$ cat src/rtl/imm_ext_unit.sv
// rtl/imm_ext_unit.sv - immediate extension unit with iterative 1-bit/clk left-shift mode
// One request in flight; valid/ready handshakes on both sides.
module imm_ext_unit #(
  parameter int IN_W  = 16,
  parameter int OUT_W = 32,
  parameter int SH_W  = 5
) (
  input  logic             clk,
  input  logic             reset,
  input  logic             in_valid,
  output logic             in_ready,
  input  logic [IN_W-1:0]  imm,
  input  logic [2:0]       eop,
  input  logic [SH_W-1:0]  shamt,
  output logic             out_valid,
  input  logic             out_ready,
  output logic [OUT_W-1:0] ext,
  output logic             err,
  output logic             busy
);

  typedef enum logic [1:0] {IDLE, SHIFT, HOLD} state_t;

  state_t           r_state, w_state_nx;
  logic [OUT_W-1:0] r_acc, w_acc_nx;
  logic [SH_W-1:0]  r_cnt, w_cnt_nx;
  logic             r_err, w_err_nx;
  logic             r_out_valid;

  logic [OUT_W-1:0] w_sext, w_zext, w_base, w_final;
  logic             w_err_req, w_shamt_big, w_iter, w_accept;

  assign w_sext      = {{(OUT_W-IN_W){imm[IN_W-1]}}, imm};
  assign w_zext      = {{(OUT_W-IN_W){1'b0}}, imm};
  assign w_base      = eop[0] ? w_zext : w_sext;
  assign w_shamt_big = (32'(shamt) >= 32'(OUT_W));
  // Only non-trivial shift amounts take the iterative path; the rest finish in one clock.
  assign w_iter      = (eop[2:1] == 2'b10) && (shamt != '0) && !w_shamt_big;

  always_comb begin
    w_final   = '0;
    w_err_req = 1'b0;
    case (eop)
      3'b000:         w_final = w_sext;
      3'b001:         w_final = w_zext;
      3'b010:         w_final = {imm, {(OUT_W-IN_W){1'b0}}};
      3'b011:         w_final = {w_sext[OUT_W-3:0], 2'b00};
      3'b100, 3'b101: w_final = w_shamt_big ? '0 : w_base;
      default:        w_err_req = 1'b1;
    endcase
  end

  always_comb begin
    in_ready = 1'b0;
    case (r_state)
      IDLE:    in_ready = 1'b1;
      HOLD:    in_ready = out_ready;
      default: in_ready = 1'b0;
    endcase
  end

  assign w_accept = in_valid && in_ready;

  always_comb begin
    w_state_nx = r_state;
    w_acc_nx   = r_acc;
    w_cnt_nx   = r_cnt;
    w_err_nx   = r_err;
    case (r_state)
      SHIFT: begin
        w_acc_nx = {r_acc[OUT_W-2:0], 1'b0};
        w_cnt_nx = r_cnt - {{(SH_W-1){1'b0}}, 1'b1};
        if (r_cnt == {{(SH_W-1){1'b0}}, 1'b1}) w_state_nx = HOLD;
      end
      HOLD:    if (out_ready) w_state_nx = IDLE;
      default: w_state_nx = r_state;
    endcase
    // Accept overrides HOLD's drain so back-to-back requests run at one result per clock.
    if (w_accept) begin
      if (w_iter) begin
        w_acc_nx   = w_base;
        w_cnt_nx   = shamt;
        w_err_nx   = 1'b0;
        w_state_nx = SHIFT;
      end else begin
        w_acc_nx   = w_final;
        w_cnt_nx   = '0;
        w_err_nx   = w_err_req;
        w_state_nx = HOLD;
      end
    end
  end

  always_ff @(posedge clk or negedge reset) begin
    if (!reset) begin
      r_state     <= IDLE;
      r_acc       <= '0;
      r_cnt       <= '0;
      r_err       <= 1'b0;
      r_out_valid <= 1'b0;
    end else begin
      r_state     <= w_state_nx;
      r_acc       <= w_acc_nx;
      r_cnt       <= w_cnt_nx;
      r_err       <= w_err_nx;
      r_out_valid <= (w_state_nx == HOLD);
    end
  end

  assign out_valid = r_out_valid;
  assign ext       = r_acc;
  assign err       = r_err;
  assign busy      = (r_state != IDLE);

endmodule

$ cat config.mk
export PLATFORM = sky130hd
export DESIGN_NAME = imm_ext_unit
export DESIGN_NICKNAME = d
export VERILOG_FILES = /design/src/rtl/imm_ext_unit.sv
export SDC_FILE = /design/constraint.sdc
export NUM_CORES = 1
export LEC_CHECK = 0
export CAP_MARGIN = 20
export CORE_MARGIN = 2
export CORE_UTILIZATION = 52
export DETAILED_ROUTE_END_ITERATION = 16
export GPL_TIMING_DRIVEN = 0
export PLACE_DENSITY = 0.94
export SLEW_MARGIN = 5
export SYNTH_ARGS = -nofsm -noshare
export SYNTH_HDL_FRONTEND = slang
export SYNTH_SLANG_ARGS = --single-unit
$ cat constraint.sdc
create_clock -name clk -period 2.5 [get_ports clk]
set_input_delay 0.75 -clock clk [delete_from_list [all_inputs] [get_ports clk]]
set_output_delay 0.75 -clock clk [all_outputs]
set_load 0.005 [all_outputs]
==> impl_metrics.env <==
export IMPL_status="finished clean"
export IMPL_ant_nets=0
export IMPL_ys_seq_area_share_pct=42.82
export IMPL_place_hpwl_mm=4.771
export IMPL_hold_class="in -> async"
export IMPL_fin_skew_ps=4.263
export IMPL_tritoncts="done"
export IMPL_period_share_pct=95.80
export IMPL_worst_setup_path_type="reg -> out"
export IMPL_p_switching_mw=1.195
export IMPL_max_cap_violations=0
export IMPL_grt_pass1_wl_mm=10.24
export IMPL_r2r_cells=9
export IMPL_start_util_pct=54.65
export IMPL_worstMarginPinSlew_ps=714.2
export IMPL_crit_path_end_kind="primary output"
export IMPL_tns_ps=0
export IMPL_synth_edf_count=0
export IMPL_viasPerCell=5.975
export IMPL_synthDistinctLibCells=36
export IMPL_syn_nets=277
export IMPL_drv_slew=0
export IMPL_synthArstFlopShare_pct=100.0
export IMPL_top_layer_used="met4"
export IMPL_met2_length_mm=3.141
export IMPL_synth_area_leaders="dfrtp_1 43%, mux2i_1 19%, o21ai_0 7.9%, a221oi_1 5.1%, a21oi_1 3.6%"
export IMPL_period_minus_slack_ps=2395
export IMPL_die_y_um=71.88
export IMPL_p_comb_share_pct=51.0
export IMPL_rsz0062_at_grt="no"
export IMPL_ctsHtreeMaxLevel=2
export IMPL_p_int_mw=2.077
export IMPL_cp_max_fo=3
export IMPL_vdd_ir_drop_max_mv=0.4852
export IMPL_synth_area_um2=2396
export IMPL_clock_fmax_mhz=417.5
export IMPL_drtPass1Iterations=6
export IMPL_p_leak_nw=1.294
export IMPL_wl_met3_um=419
export IMPL_critPathRequiredTime_ps=1750
export IMPL_vias=2193
export IMPL_drtIter0Drc=172
export IMPL_syn2layout_area_growth_pct=32.85
export IMPL_switching_share_pct=36.53
export IMPL_diodes=0
export IMPL_grt_max_degree=22
export IMPL_port_buffer_count=61
export IMPL_wl_met1_mm=2.630
export IMPL_finalNetCount=347
export IMPL_drive_gt1_share_pct=9.206
export IMPL_finalWeightedCongestion=0.8845
export IMPL_pwr_density_cell_nw_per_um2=1028
export IMPL_yosys_area_top_type="dfrtp_1"
export IMPL_io_pin_count=64
export IMPL_antenna_found_initial=0
export IMPL_avgSynthCellArea_um2=9.820
export IMPL_p_clk_share_pct=12.6
export IMPL_p_seq_share_pct=36.4
export IMPL_cts_sinks=41
export IMPL_clock_latency_ps=290
export IMPL_die_area_um2=5167
export IMPL_dieWidth_um=71.88
export IMPL_yosysWarnings=0
export IMPL_worst_r2r_endpoint="r_cnt[1]$_DFFE_PN0P_"
export IMPL_synth_flop_cell="dfrtp_1"
export IMPL_core_um2=4384
export IMPL_grt_ovfl_total=0
export IMPL_reg2reg_from="r_state[0]$_DFF_PN0_"
export IMPL_hold_viol=0
export IMPL_cts_buffers=5
export IMPL_hold_ws_ps=417.7
export IMPL_finalSetupViolCount=0
export IMPL_wl_mm=6.308
export IMPL_crit_path_start="r_state[0]$_DFF_PN0_"
export IMPL_detail_route_wl_per_cell_um=17.19
export IMPL_synth_top_area_share_pct=42.82
export IMPL_clk_pin_slew_worst_paths_ps=70
export IMPL_postSynthCellCount=244
export IMPL_endpoint="in_ready"
export IMPL_route_detailed_drc=0
export IMPL_ys_ff_latch=41
export IMPL_cts_buffer_depth=2
export IMPL_crit_arrival_ps=1650
export IMPL_start_kind="flip-flop"
export IMPL_grt_pass1_vias=2131
export IMPL_cts_root_buf="clkbuf_8"
export IMPL_reg2reg_slack_ps=530
export IMPL_fp_row_count=24
export IMPL_ctsHoldBuffers=0
export IMPL_grt_total_usage_pct=25.64
export IMPL_relSlewSlack_pct=52.39
[state kept, by name, indices dropped and copies added (netlist names)]
| register | cells |
|---|---|
| r_state | 2 |
| ext | 32 |
| out_valid | 1 |
| r_cnt | 5 |
| err | 1 |
[layout make-up]
cell class                 count  area, um2
tap                           52      65.06
timing repair buffer          63      639.4
inverter                       9      33.78
fill                         312       1201
buffer                        20      95.09
sequential                    41       1026
multi-input combinational    174       1244
clock buffer                   8      80.08
[how the worst min path moves through the flow]
stage,from,to,depth (start not counted)
6_report,reset,ext[28]$_DFFE_PN0P_,1
5_1_grt,reset,ext[28]$_DFFE_PN0P_,1
4_1_cts,reset,ext[28]$_DFFE_PN0P_,1
3_5_place_dp,err$_DFFE_PN0P_,err$_DFFE_PN0P_,2
3_3_place_gp,err$_DFFE_PN0P_,err$_DFFE_PN0P_,2
2_1_floorplan,reset,err$_DFFE_PN0P_,0
[cells by family after synthesis]
family	after synthesis	share of synthesized area, %
XOR/XNOR	4	1.462
adder cells (fa/ha/maj)	5	2.611
AND/OR/NAND/NOR	40	8.355
buffers and inverters	29	5.378
AO/OA/AOI/OAI	80	20.57
flip-flops	41	42.82
multiplexers	45	18.80
[cells in the final DEF, fill, tap and decap left out, types with 2 or more instances in the layout]
cell,Yosys,routed
o21ai_1,2,2
a21oi_1,17,17
a221oi_1,14,14
nand2b_1,2,2
xnor2_1,3,3
nand3_1,5,5
o21ai_0,38,38
nor2b_1,2,2
ha_1,5,4
mux2i_1,45,45
inv_1,9,9
clkdlybuf4s50_1,0,59
clkbuf_1,8,11
clkbuf_8,0,5
nand2_1,20,20
dfrtp_1,41,41
nor2_1,3,3
buf_2,10,11
[power groups by stage]
stage	sequential [mW]	clock, mW	combinational, mW
floorplan	1.17	0	0.847
global placement	1.18	0	1.57
detailed placement	1.20	0	1.64
CTS	1.18	0.424	1.67
global route	1.22	0.455	1.83
finish	1.19	0.411	1.67
[Yosys cell counts, types with 2 or more instances]
cell       n
nand2b_1   2
nand3_1    5
a21oi_1   17
clkbuf_1   8
ha_1       5
mux2i_1   45
o21ai_0   38
inv_1      9
nor2b_1    2
o21ai_1    2
xnor2_1    3
a221oi_1  14
dfrtp_1   41
nor2_1     3
buf_2     10
nand2_1   20
[critical path, stage by stage (launching register included)]
cell and delay [ps]:
dfrtp_1 400, inv_1 110, ha_2 220, a21o_1 140, clkdlybuf4s50_1 500
[what timing repair did]
action                     CTS  global route
setup buffers                1             0
setup endpoints to repair    1             1
pin swaps                    1             0
gates resized for setup      1             1
[routing by layer]
layer | GRT usage [%] | up-vias
li1 | - | 1028
met1 | 34.46 | 1051
met2 | 42.70 | 99
met3 | 4.219 | 15
met4 | 7.966 | 0
met5 | 0 | -
[metrics by stage]
| step | setup WS, ps | power (mW) | utilization (%) | std cells | area, um2 |
|---|---|---|---|---|---|
| after floorplan | 652.1 | 2.016 | - | 244 | 2396 |
| after global placement | -285.9 | 2.753 | 70.06 | 357 | 3072 |
| after detailed placement | -187.2 | 2.833 | 70.58 | 358 | 3094 |
| after CTS | 85.59 | 3.283 | 72.55 | 367 | 3181 |
| after global routing | 18.97 | 3.507 | 72.60 | 367 | 3183 |
| final | 104.9 | 3.272 | 72.60 | 367 | 3183 |
Note: power is estimated with default switching activity, not from simulation.
